<file path="src/rtl/rename_pkg.sv">
// Shared types and sizing for the register-rename stage.
package C;

   localparam int ARFSIZE         = 32;
   localparam int AREG_ID_BITS    = 5;
   localparam int PRFSIZE         = 8;
   localparam int PREG_ID_BITS    = 3;
   localparam int ID_BITS         = 4;
   localparam int NR_COMMIT_PORTS = 2;

   typedef struct packed {
      logic [AREG_ID_BITS-1:0] rs1;
      logic [AREG_ID_BITS-1:0] rs2;
      logic [AREG_ID_BITS-1:0] rd;
      logic                    rd_valid;
      logic                    rs1_valid;
      logic                    rs2_valid;
      logic [31:0]             pc;
      logic [2:0]              fu;
      logic [3:0]              op;
      logic [31:0]             imm;
      logic                    use_uimm;
   } si_t;

   typedef struct packed {
      logic [ID_BITS-1:0]      id;
      si_t                     si;
      logic [PREG_ID_BITS-1:0] prs1;
      logic [PREG_ID_BITS-1:0] prs2;
      logic [PREG_ID_BITS-1:0] prd;
      logic                    prs1_renammed;
      logic                    prs2_renammed;
   } di_t;

   typedef struct packed {
      logic [AREG_ID_BITS-1:0] rd;
      logic                    rd_valid;
      logic [PREG_ID_BITS-1:0] prd;
   } commit_t;

   typedef struct packed {
      logic                    valid;
      logic [PREG_ID_BITS-1:0] preg;
   } map_entry_t;

   // x0 is hardwired, so it never owns a physical register.
   function automatic logic writes_reg(input logic rd_valid, input logic [AREG_ID_BITS-1:0] rd);
      return rd_valid && (rd != '0);
   endfunction

endpackage

</file>
<file path="src/rtl/rename_free_list.sv">
// Circular free list of physical register ids: one pop, NR_COMMIT_PORTS ordered pushes per cycle.
// Reset and flush both restore it to full, holding 0..PRFSIZE-1 in order.
module free_list
   import C::*;
(
   input  logic                                        clk,
   input  logic                                        rst,
   input  logic                                        flush,
   input  logic                                        pop,
   output logic [PREG_ID_BITS-1:0]                     head_id,
   input  logic [NR_COMMIT_PORTS-1:0]                  push,
   input  logic [NR_COMMIT_PORTS-1:0][PREG_ID_BITS-1:0] push_id,
   output logic [PREG_ID_BITS:0]                       count
);

   logic [PREG_ID_BITS-1:0] slots [PRFSIZE];
   logic [PREG_ID_BITS-1:0] head;
   logic [PREG_ID_BITS-1:0] tail;
   logic [PREG_ID_BITS-1:0] wr_idx [NR_COMMIT_PORTS];
   logic [PREG_ID_BITS:0]   npush;

   assign head_id = slots[head];

   // Each push lands after the pushes of the older ports in the same cycle.
   always_comb begin
      npush = '0;
      for (int k = 0; k < NR_COMMIT_PORTS; k++) begin
         wr_idx[k] = tail + npush[PREG_ID_BITS-1:0];
         npush     = npush + (PREG_ID_BITS+1)'(push[k]);
      end
   end

   always_ff @(posedge clk) begin
      if (rst || flush) begin
         for (int i = 0; i < PRFSIZE; i++) begin
            slots[i] <= PREG_ID_BITS'(i);
         end
         head  <= '0;
         tail  <= '0;
         count <= (PREG_ID_BITS+1)'(PRFSIZE);
      end else begin
         for (int k = 0; k < NR_COMMIT_PORTS; k++) begin
            if (push[k]) begin
               slots[wr_idx[k]] <= push_id[k];
            end
         end
         head  <= head + PREG_ID_BITS'(pop);
         tail  <= tail + npush[PREG_ID_BITS-1:0];
         count <= count - (PREG_ID_BITS+1)'(pop) + npush;
      end
   end

   always_ff @(posedge clk) begin
      if (!rst && !flush) begin
         assert (!(pop && count == '0));
         assert (({1'b0, count} + {1'b0, npush}) <=
                 ((PREG_ID_BITS+2)'(PRFSIZE) + (PREG_ID_BITS+2)'(pop)));
      end
   end

endmodule

</file>
<file path="src/rtl/rename.sv">
// Register rename: maps architectural regs to physical regs, one instruction per cycle,
// registered output (1 cycle latency); stalls upstream when the output is blocked or no free preg.
module rename
   import C::*;
(
   input  logic                               clk,
   input  logic                               rst,
   input  si_t                                si_i,
   input  logic                               si_i_valid,
   output logic                               si_i_ready,
   output di_t                                di_o,
   output logic                               di_o_valid,
   input  logic                               di_o_ready,
   input  commit_t [NR_COMMIT_PORTS-1:0]      commit_i,
   input  logic [NR_COMMIT_PORTS-1:0]         commit_i_valid,
   input  logic                               flush_i
);

   map_entry_t                                  map_q [ARFSIZE];
   logic [ID_BITS-1:0]                          id_q;
   logic                                        need_rd;
   logic                                        accept;
   logic                                        pop;
   logic [PREG_ID_BITS-1:0]                     free_head;
   logic [PREG_ID_BITS:0]                       free_count;
   logic [NR_COMMIT_PORTS-1:0]                  push;
   logic [NR_COMMIT_PORTS-1:0][PREG_ID_BITS-1:0] push_id;
   di_t                                         next_di;

   assign need_rd    = writes_reg(si_i.rd_valid, si_i.rd);
   assign si_i_ready = !rst && (!di_o_valid || di_o_ready) &&
                       (!need_rd || free_count != '0) && !flush_i;
   assign accept     = si_i_valid && si_i_ready;
   assign pop        = accept && need_rd;

   always_comb begin
      for (int k = 0; k < NR_COMMIT_PORTS; k++) begin
         push[k]    = commit_i_valid[k] && !flush_i &&
                      writes_reg(commit_i[k].rd_valid, commit_i[k].rd);
         push_id[k] = commit_i[k].prd;
      end
   end

   free_list u_free_list (
      .clk     (clk),
      .rst     (rst),
      .flush   (flush_i),
      .pop     (pop),
      .head_id (free_head),
      .push    (push),
      .push_id (push_id),
      .count   (free_count)
   );

   // Source lookups read the map before this cycle's rename write lands.
   always_comb begin
      next_di               = '0;
      next_di.id            = id_q;
      next_di.si            = si_i;
      next_di.prs1          = map_q[si_i.rs1].preg;
      next_di.prs2          = map_q[si_i.rs2].preg;
      next_di.prs1_renammed = map_q[si_i.rs1].valid && (si_i.rs1 != '0);
      next_di.prs2_renammed = map_q[si_i.rs2].valid && (si_i.rs2 != '0);
      next_di.prd           = pop ? free_head : '0;
   end

   // The rename write is issued last so it wins over a same-cycle commit clear.
   always_ff @(posedge clk) begin
      if (rst) begin
         for (int i = 0; i < ARFSIZE; i++) begin
            map_q[i] <= '0;
         end
      end else if (flush_i) begin
         for (int i = 0; i < ARFSIZE; i++) begin
            map_q[i].valid <= 1'b0;
         end
      end else begin
         for (int k = 0; k < NR_COMMIT_PORTS; k++) begin
            if (push[k] && map_q[commit_i[k].rd].preg == commit_i[k].prd) begin
               map_q[commit_i[k].rd].valid <= 1'b0;
            end
         end
         if (pop) begin
            map_q[si_i.rd] <= '{valid: 1'b1, preg: free_head};
         end
      end
   end

   always_ff @(posedge clk) begin
      if (rst) begin
         di_o_valid <= 1'b0;
         di_o       <= '0;
         id_q       <= '0;
      end else if (flush_i) begin
         di_o_valid <= 1'b0;
      end else if (accept) begin
         di_o_valid <= 1'b1;
         di_o       <= next_di;
         id_q       <= id_q + 1'b1;
      end else if (di_o_ready) begin
         di_o_valid <= 1'b0;
      end
   end

endmodule

</file>
<file path="config.mk">
export PLATFORM = sky130hd
export DESIGN_NAME = rename
export DESIGN_NICKNAME = d
export VERILOG_FILES = /design/src/rtl/rename_pkg.sv /design/src/rtl/rename_free_list.sv /design/src/rtl/rename.sv
export SDC_FILE = /design/constraint.sdc
export NUM_CORES = 1
export LEC_CHECK = 0
export ABC_AREA = 1
export CORE_ASPECT_RATIO = 0.8
export CORE_MARGIN = 4
export CORE_UTILIZATION = 35
export DETAILED_ROUTE_END_ITERATION = 12
export PLACE_DENSITY = 0.59
export SLEW_MARGIN = 40
export SYNTH_ARGS = -nofsm -noshare
export SYNTH_HDL_FRONTEND = slang
export SYNTH_SLANG_ARGS = --single-unit
</file>
<file path="constraint.sdc">
create_clock -name clk -period 7.52 [get_ports clk]
set_input_delay 1.504 -clock clk [delete_from_list [all_inputs] [get_ports clk]]
set_output_delay 1.504 -clock clk [all_outputs]
set_load 0.01 [all_outputs]
</file>
==> summary.txt, run 1 <==
Power and ir drop
  – Pleak: 7.56 nW
  – PwrDens: 191 mW/mm^2
  – Max VDD drop: 0.000143 V
  – Total power: 3.68 mW

Synth
  – Area leader, netlist: edfxtp_1
  – Cell count after synthesis: 2307
  – Synth Area in Adders: 1.21%
  – Synthesized area: 0.0157 sq mm
  – Synth Area in Compound Gates: 15.5%
  – Largest family of logic cells by synthesized area: simple AND/OR/NAND/NOR gates
  – Fraction of registers with async set/reset: 0%
  – Synth Area in XOR/XNOR: 0.168%
  – Mean Syn Cell Area: 6.80 sq um
  – EDFF count, synth: 120
  – Proportion of synthesized area in mux cells: 0.192%
  – Syn. warnings: 0
  – Simple-gate area share of the yosys netlist: 32.0%
  – Synth cell types: 44
  – Synth top area cells: edfxtp_1, dfxtp_1, nand2_1, nor2_1, o21ai_0
  – Sequential area share after synthesis: 42.3%
  – Synthesized flop and latch total: 271
  – Most common flop cell mapped by yosys: dfxtp_1
  – Synth top area share: 23.0%

Clock tree
  – H-tree depth: 1
  – CTS sink cnt: 271
  – Num CTS Buffers: 31
  – Clk buf depth: 3
  – Clock Tree Root: clkbuf_16
  – Clock-pin slew on the worst setup and hold paths: 0.06 ns
  – Post-CTS setup buffers: 0
  – CTS tree: built
  – Hold buffers post-CTS: 0
  – Worst-skew pair later-pin latency: 0.57 ns
  – Post-CTS Resized: 0

STA
  – Worst Skew: 0.00828 ns
  – Unrepaired setup endpoints after global routing: false
  – Actual slew at the worst max-slew pin: 0.897 ns
  – Fin. Hold Viols: 0
  – Fmax: 186 MHz
  – Fin crit period: 5.39 ns
  – Setup TNS: 0 ns
  – Slew HR: 40.1%
  – Final Cycle Share: 71.6%
  – WHS: 0.461 ns
  – Final setup violation count: 0
  – Max-slew violations: 0

Cells and area
  – Commonest non-fill, non-tap cell in the layout: nand2_1
  – Layout Area Growth over Synthesis: 23.0%
  – Nets@finish: 2577
  – Final Cell Area: 0.0193 sq mm
  – Most frequent cells in the layout: nand2_1, nor2_1, clkdlybuf4s50_1
  – Post-route insts no fill: 3077
  – Share of cells above drive strength 1: 4.73%

Drt
  – Drt via density: 5.41
  – Detailed Route Iter0 Violations: 2292
  – Routed Antenna Nets: 0
  – Residual DRC: 0
  – Count of TritonRoute iterations in the first routing pass: 6
  – Vias: 16700
  – WL/cell: 21.3 microns
  – Final Routed Wirelength: 65.6 mm

Worst setup path
  – CP Launch Type: input pin
  – Worst path bufs/invs: 2
  – Critical path, cell by cell: clkdlybuf4s50_1 -> nand2_1 -> inv_1 -> nand2_1 -> nand4_1 -> nand2_1 -> nand2_1 -> nor2_1 -> nand3_1 -> nand2_1 -> nor2_4 -> nand4_1 -> nand2_1 -> nand2_1
  – Crit. End Element: flip-flop
  – Critical Path RT: 7.97 ns
  – Critical path's top delay family: simple AND/OR/NAND/NOR gates
  – CP dominant cell by count: nand2_1
  – CP max stage cell: clkdlybuf4s50_1
  – Kind of critical path: in -> reg
  – Critical path arrival: 5.84 ns
  – Worst path max stage delay: 1.00 ns
  – Critical path peak fanout: 31

GRT
  – Vias in the first global route: 15500
  – Congestion Overflow GR: 0
  – Initial antenna violation count: 2
  – Largest net degree at the start of global routing: 92
  – GRT Total Usage: 26.1%
  – First-pass GRT wire length: 97.0 mm

Floorplanning
  – Die Y: 197 microns
  – Cell Rows: 69
  – Die Width: 245 microns
  – Starting Density: 35.3%
  – Core box area: 0.0444 sq mm
  – I/O pin count: 222
  – Die area: 0.0483 sq mm

Place
  – DP Area: 0.0183 sq mm
  – Dpl cells: 3018
  – Routability Congestion: 1.04
  – Buffers on Ports: 221
  – HPWL Detailed: 47.0 mm

Status
  – Run status: complete, no violations

Hold path
  – Worst hold path type: reg -> reg

Flow run
  – Max Cap Violations: 0
per-stage QoR:
stage | util [%] | setup slack, ns
after floorplan | - | 3.86
after global placement | 41.0 | 1.44
after detailed placement | 41.2 | 1.81
after CTS | 43.4 | 2.30
after global routing | 43.5 | 2.09
final | 43.5 | 2.13
state kept, by name (all words and copies together), names as in the netlist:
name / flops
di_o: 105
di_o_valid: 1
id_q: 4
map_q: 127
u_free_list.count: 4
u_free_list.head: 3
u_free_list.slots: 24
u_free_list.tail: 3
cells by family (layout without fill, tap and decap cells):
logic type | count (synthesis) | after routing
AND/OR/NAND/NOR | 1228 | 1228
AO/OA/AOI/OAI | 455 | 455
buffers and inverters | 332 | 495
flip-flops | 271 | 271
adder cells (fa/ha/maj) | 14 | 14
XOR/XNOR | 3 | 3
multiplexers | 3 | 3
other | 1 | 5
cells in the mapped netlist, drive strengths merged (16+ instances only):
| library cell | n |
|---|---|
| nand2 | 711 |
| nor2 | 324 |
| o21ai | 215 |
| inv | 188 |
| a21oi | 183 |
| dfxtp | 151 |
| edfxtp | 120 |
| nand3 | 112 |
| clkbuf | 81 |
| buf | 57 |
| nand4 | 46 |
| nor3 | 28 |
| o221ai | 17 |
| o22ai | 16 |
worst paths after layout:
| kind | startpoint | to | slack, ns | depth (start not counted) |
|---|---|---|---|---|
| max reg2reg | u_free_list.count[2] | map_q[9][0] | 4.67 | 11 |
| min reg2reg | di_o[57] | di_o[57] | 0.46 | 2 |
| min | di_o[57] | di_o[57] | 0.46 | 2 |
| max | commit_i[5] | map_q[30][3] | 2.13 | 14 |
per-layer routing:
| layer | track usage (%) | vias up | wire length [microns] |
|---|---|---|---|
| met5 | 0 | - | 0 |
| met4 | 8.09 | 0 | 2140 |
| met3 | 9.44 | 131 | 8430 |
| met2 | 38.0 | 880 | 27500 |
| met1 | 36.4 | 7786 | 27500 |
| li1 | - | 7854 | - |
tightest hold or removal path: stages, from the launching register on:
cell     delay, ns
dfxtp_1       0.31
nand2_1       0.06
a21oi_1       0.05
final cells by class:
type / instances / area, sq um
Multi-Input combinational cell: 1706 / 7770
Antenna cell: 2 / 5.00
Clock inverter: 6 / 57.6
Sequential cell: 271 / 6630
Clock buffer: 51 / 945
Tap cell: 603 / 754
Fill cell: 4613 / 25100
Inverter: 194 / 733
Timing Repair Buffer: 244 / 2400
report_power, final:
group	switching [mW]	internal, mW	total (mW)
Clock	0.619	0.886	1.50
Combinational	0.373	0.184	0.557
Sequential	0.0370	1.58	1.62
No activity file was read; power rests on OpenSTA's default activity.
==> inputs of run 2 (changes only) <==
clock period = 5.45 ns   (was 7.52 ns; I/O delays follow)
==> run 2 against run 1 <==
Compared with the run above:
- routed wire length up 2.5%
- die area unchanged
- clock power up 40%
- global-route usage up 0.33 points
- final cell count up 0.71%
- largest power group unchanged
- first-iteration DRC count down 5.2%
- via count up 1.1%
- critical path depth down 5
- total power up 40%
- cell area up 0.97%
- non-clock buffer count up 25
- clock skew up 0.0025 ns
==> summary.txt, run 2 (synthesized netlist as in run 1, its figures left out) <==
Clock tree
  – CTS sink cnt: 271 (unchanged)
  – Num CTS Buffers: 30 (was 31)
  – Clock-pin slew on the worst setup and hold paths: 0.06 ns (about the same)
  – Hold buffers post-CTS: 0 (unchanged)
  – H-tree depth: 1 (unchanged)
  – Post-CTS Resized: 0 (unchanged)
  – Clk buf depth: 3 (unchanged)
  – CTS tree: built (unchanged)
  – Worst-skew pair later-pin latency: 0.58 ns (was 0.57 ns)
  – Post-CTS setup buffers: 0 (unchanged)
  – Clock Tree Root: clkbuf_16 (unchanged)

Status
  – Run status: complete, no violations (unchanged)

GRT
  – Initial antenna violation count: 0 (was 2)
  – Largest net degree at the start of global routing: 87 (was 92)
  – First-pass GRT wire length: 97.8 mm (was 97.0 mm)
  – GRT Total Usage: 26.5% (was 26.1%)
  – Vias in the first global route: 15600 (was 15500)
  – Congestion Overflow GR: 0 (unchanged)

Floorplanning
  – Starting Density: 35.3% (unchanged)
  – Cell Rows: 69 (unchanged)
  – Die Y: 197 microns (unchanged)
  – Core box area: 0.0444 sq mm (unchanged)
  – I/O pin count: 222 (unchanged)
  – Die Width: 245 microns (unchanged)
  – Die area: 0.0483 sq mm (unchanged)

Drt
  – Detailed Route Iter0 Violations: 2172 (was 2292)
  – Drt via density: 5.43 (was 5.41)
  – WL/cell: 21.7 microns (was 21.3 microns)
  – Residual DRC: 0 (unchanged)
  – Routed Antenna Nets: 0 (unchanged)
  – Vias: 16800 (was 16700)
  – Count of TritonRoute iterations in the first routing pass: 6 (unchanged)
  – Final Routed Wirelength: 67.2 mm (was 65.6 mm)

Worst setup path
  – Worst reg-to-reg path cell count: 17 (was 11)
  – Worst r2r src: map_q[30][0] (was u_free_list.count[2])
  – Kind of critical path: in -> out (was in -> reg)
  – Critical path arrival: 3.32 ns (was 5.84 ns)
  – R2R setup slack: 2.79 ns (was 4.67 ns)
  – Critical path, cell by cell: clkdlybuf4s50_1 -> inv_1 -> nand3_1 -> o21ai_1 -> inv_2 -> nand3_1 -> nand2_1 -> inv_2 -> clkdlybuf4s50_1 (was clkdlybuf4s50_1 -> nand2_1 -> inv_1 -> nand2_1 -> nand4_1 -> nand2_1 -> nand2_1 -> nor2_1 -> nand3_1 -> nand2_1 -> nor2_4 -> nand4_1 -> nand2_1 -> nand2_1)
  – Crit. End Element: output pin (was flip-flop)
  – Worst path max stage delay: 0.57 ns (was 1.00 ns)
  – Critical path peak fanout: 6 (was 31)
  – CP Launch Type: input pin (unchanged)
  – Critical Path RT: 4.36 ns (was 7.97 ns)
  – CP max stage cell: clkdlybuf4s50_1 (unchanged)
  – Worst r2r dst: map_q[17][3] (was map_q[9][0])

Cells and area
  – Most frequent cells in the layout: nand2_1, nor2_1, clkdlybuf4s50_1 (unchanged)
  – Commonest non-fill, non-tap cell in the layout: nand2_1 (unchanged)
  – Ant diodes: 0 (was 2)
  – Final Cell Area: 0.0195 sq mm (was 0.0193 sq mm)
  – Regs by FF count: map_q: 127 flops, di_o: 105 flops, u_free_list.slots: 24 flops (unchanged)
  – Share of cells above drive strength 1: 5.93% (was 4.73%)
  – Nets@finish: 2601 (was 2577)
  – Max reg flops: 127 (unchanged)
  – Layout Area Growth over Synthesis: 24.2% (was 23.0%)
  – Reg with most FFs: map_q (unchanged)

Place
  – HPWL Detailed: 46.8 mm (was 47.0 mm)
  – Routability Congestion: 1.00 (was 1.04)
  – DP Area: 0.0185 sq mm (was 0.0183 sq mm)
  – Buffers on Ports: 221 (unchanged)

STA
  – Fmax: 227 MHz
  – Slew HR: 37.8% (was 40.1%)
  – Final Cycle Share: 81.0%
  – Actual slew at the worst max-slew pin: 0.927 ns (was 0.897 ns)
  – Fin. Hold Viols: 0 (unchanged)
  – Worst Skew: 0.0108 ns (was 0.00828 ns)
  – Setup TNS: 0 ns (unchanged)
  – Final setup violation count: 0 (unchanged)
  – Fin crit period: 4.41 ns
  – Max-slew violations: 0 (unchanged)
  – Unrepaired setup endpoints after global routing: false (unchanged)

Hold path
  – Hold-critical path depth: 2 (unchanged)
  – Hold_sp: di_o[59] (was di_o[57])
  – Worst Hold End: di_o[59] (was di_o[57])
  – Worst hold path type: reg -> reg (unchanged)

Power and ir drop
  – Pleak: 7.69 nW (was 7.56 nW)
  – PwrDens: 264 mW/mm^2 (was 191 mW/mm^2)
  – Max VDD drop: 0.000205 V (was 0.000143 V)

Flow run
  – Max Cap Violations: 0 (unchanged)
==> run 2: changes by cell type in the layout (fill, tap and decap cells not counted), moves of 2 or more <==
cell / delta
clkinv_2: +6
clkinvlp_4: +2
buf_4: +23
diode_2: -2
inv_4: -3
clkinv_1: +2
clkbuf_8: -2
inv_6: +2
nor2_2: +5
buf_12: +4
nor2_4: -5
clkbuf_1: -8
==> run 2: worst max path at each step <==
stage             start              endpoint  slack, ns  cells past startpoint
2_1_floorplan       rst  u_free_list.count[2]       2.21                     17
3_3_place_gp   si_i[77]          map_q[19][0]       0.97                     15
5_1_grt        si_i[77]            si_i_ready       0.91                      9
3_5_place_dp   si_i[77]          map_q[24][2]       0.94                     14
6_report       si_i[77]            si_i_ready       1.04                      9
4_1_cts        si_i[77]            si_i_ready       1.05                      9
==> run 2: per-stage QoR <==
step	util (%)	total power [mW]	instances	hold WS (ns)	setup slack, ns
global placement	41.6	3.04	3043	0.451	0.969
finish	43.9	5.13	3099	0.462	1.04
global route	43.9	5.30	3099	0.475	0.911
floorplan	-	2.66	2309	0.447	2.21
detailed placement	41.6	3.05	3043	0.455	0.939
CTS	43.9	5.14	3099	0.465	1.05
==> run 2: power breakdown <==
part	switching [mW]	total (mW)	internal [mW]
clock network	0.896	2.10	1.21
logic	0.536	0.804	0.268
registers	0.0501	2.23	2.18
==> run 2: metal layers <==
metal	routed length (microns)	global-route usage, %	vias up
met5	0	0	-
met1	27900	37.5	7799
met2	29000	40.1	980
li1	-	-	7904
met3	8000	6.27	159
met4	2340	8.45	0
==> run 2: worst max-delay path: cells and delay by family <==
kind / cells / cell delay (ns)
AOI/OAI and AO/OA: 1 / 0.55
buffers and inverters: 5 / 1.35
and+or+nand+nor: 3 / 0.33
==> run 2: area by class of cell <==
class	instances	area (sq um)
clock buffers	39	857
fillers	4626	24900
multi-input cells	1706	7740
inverters	194	732
repair buffers	269	2610
clock inverters	17	149
flip-flops and latches	271	6630
well taps	603	754
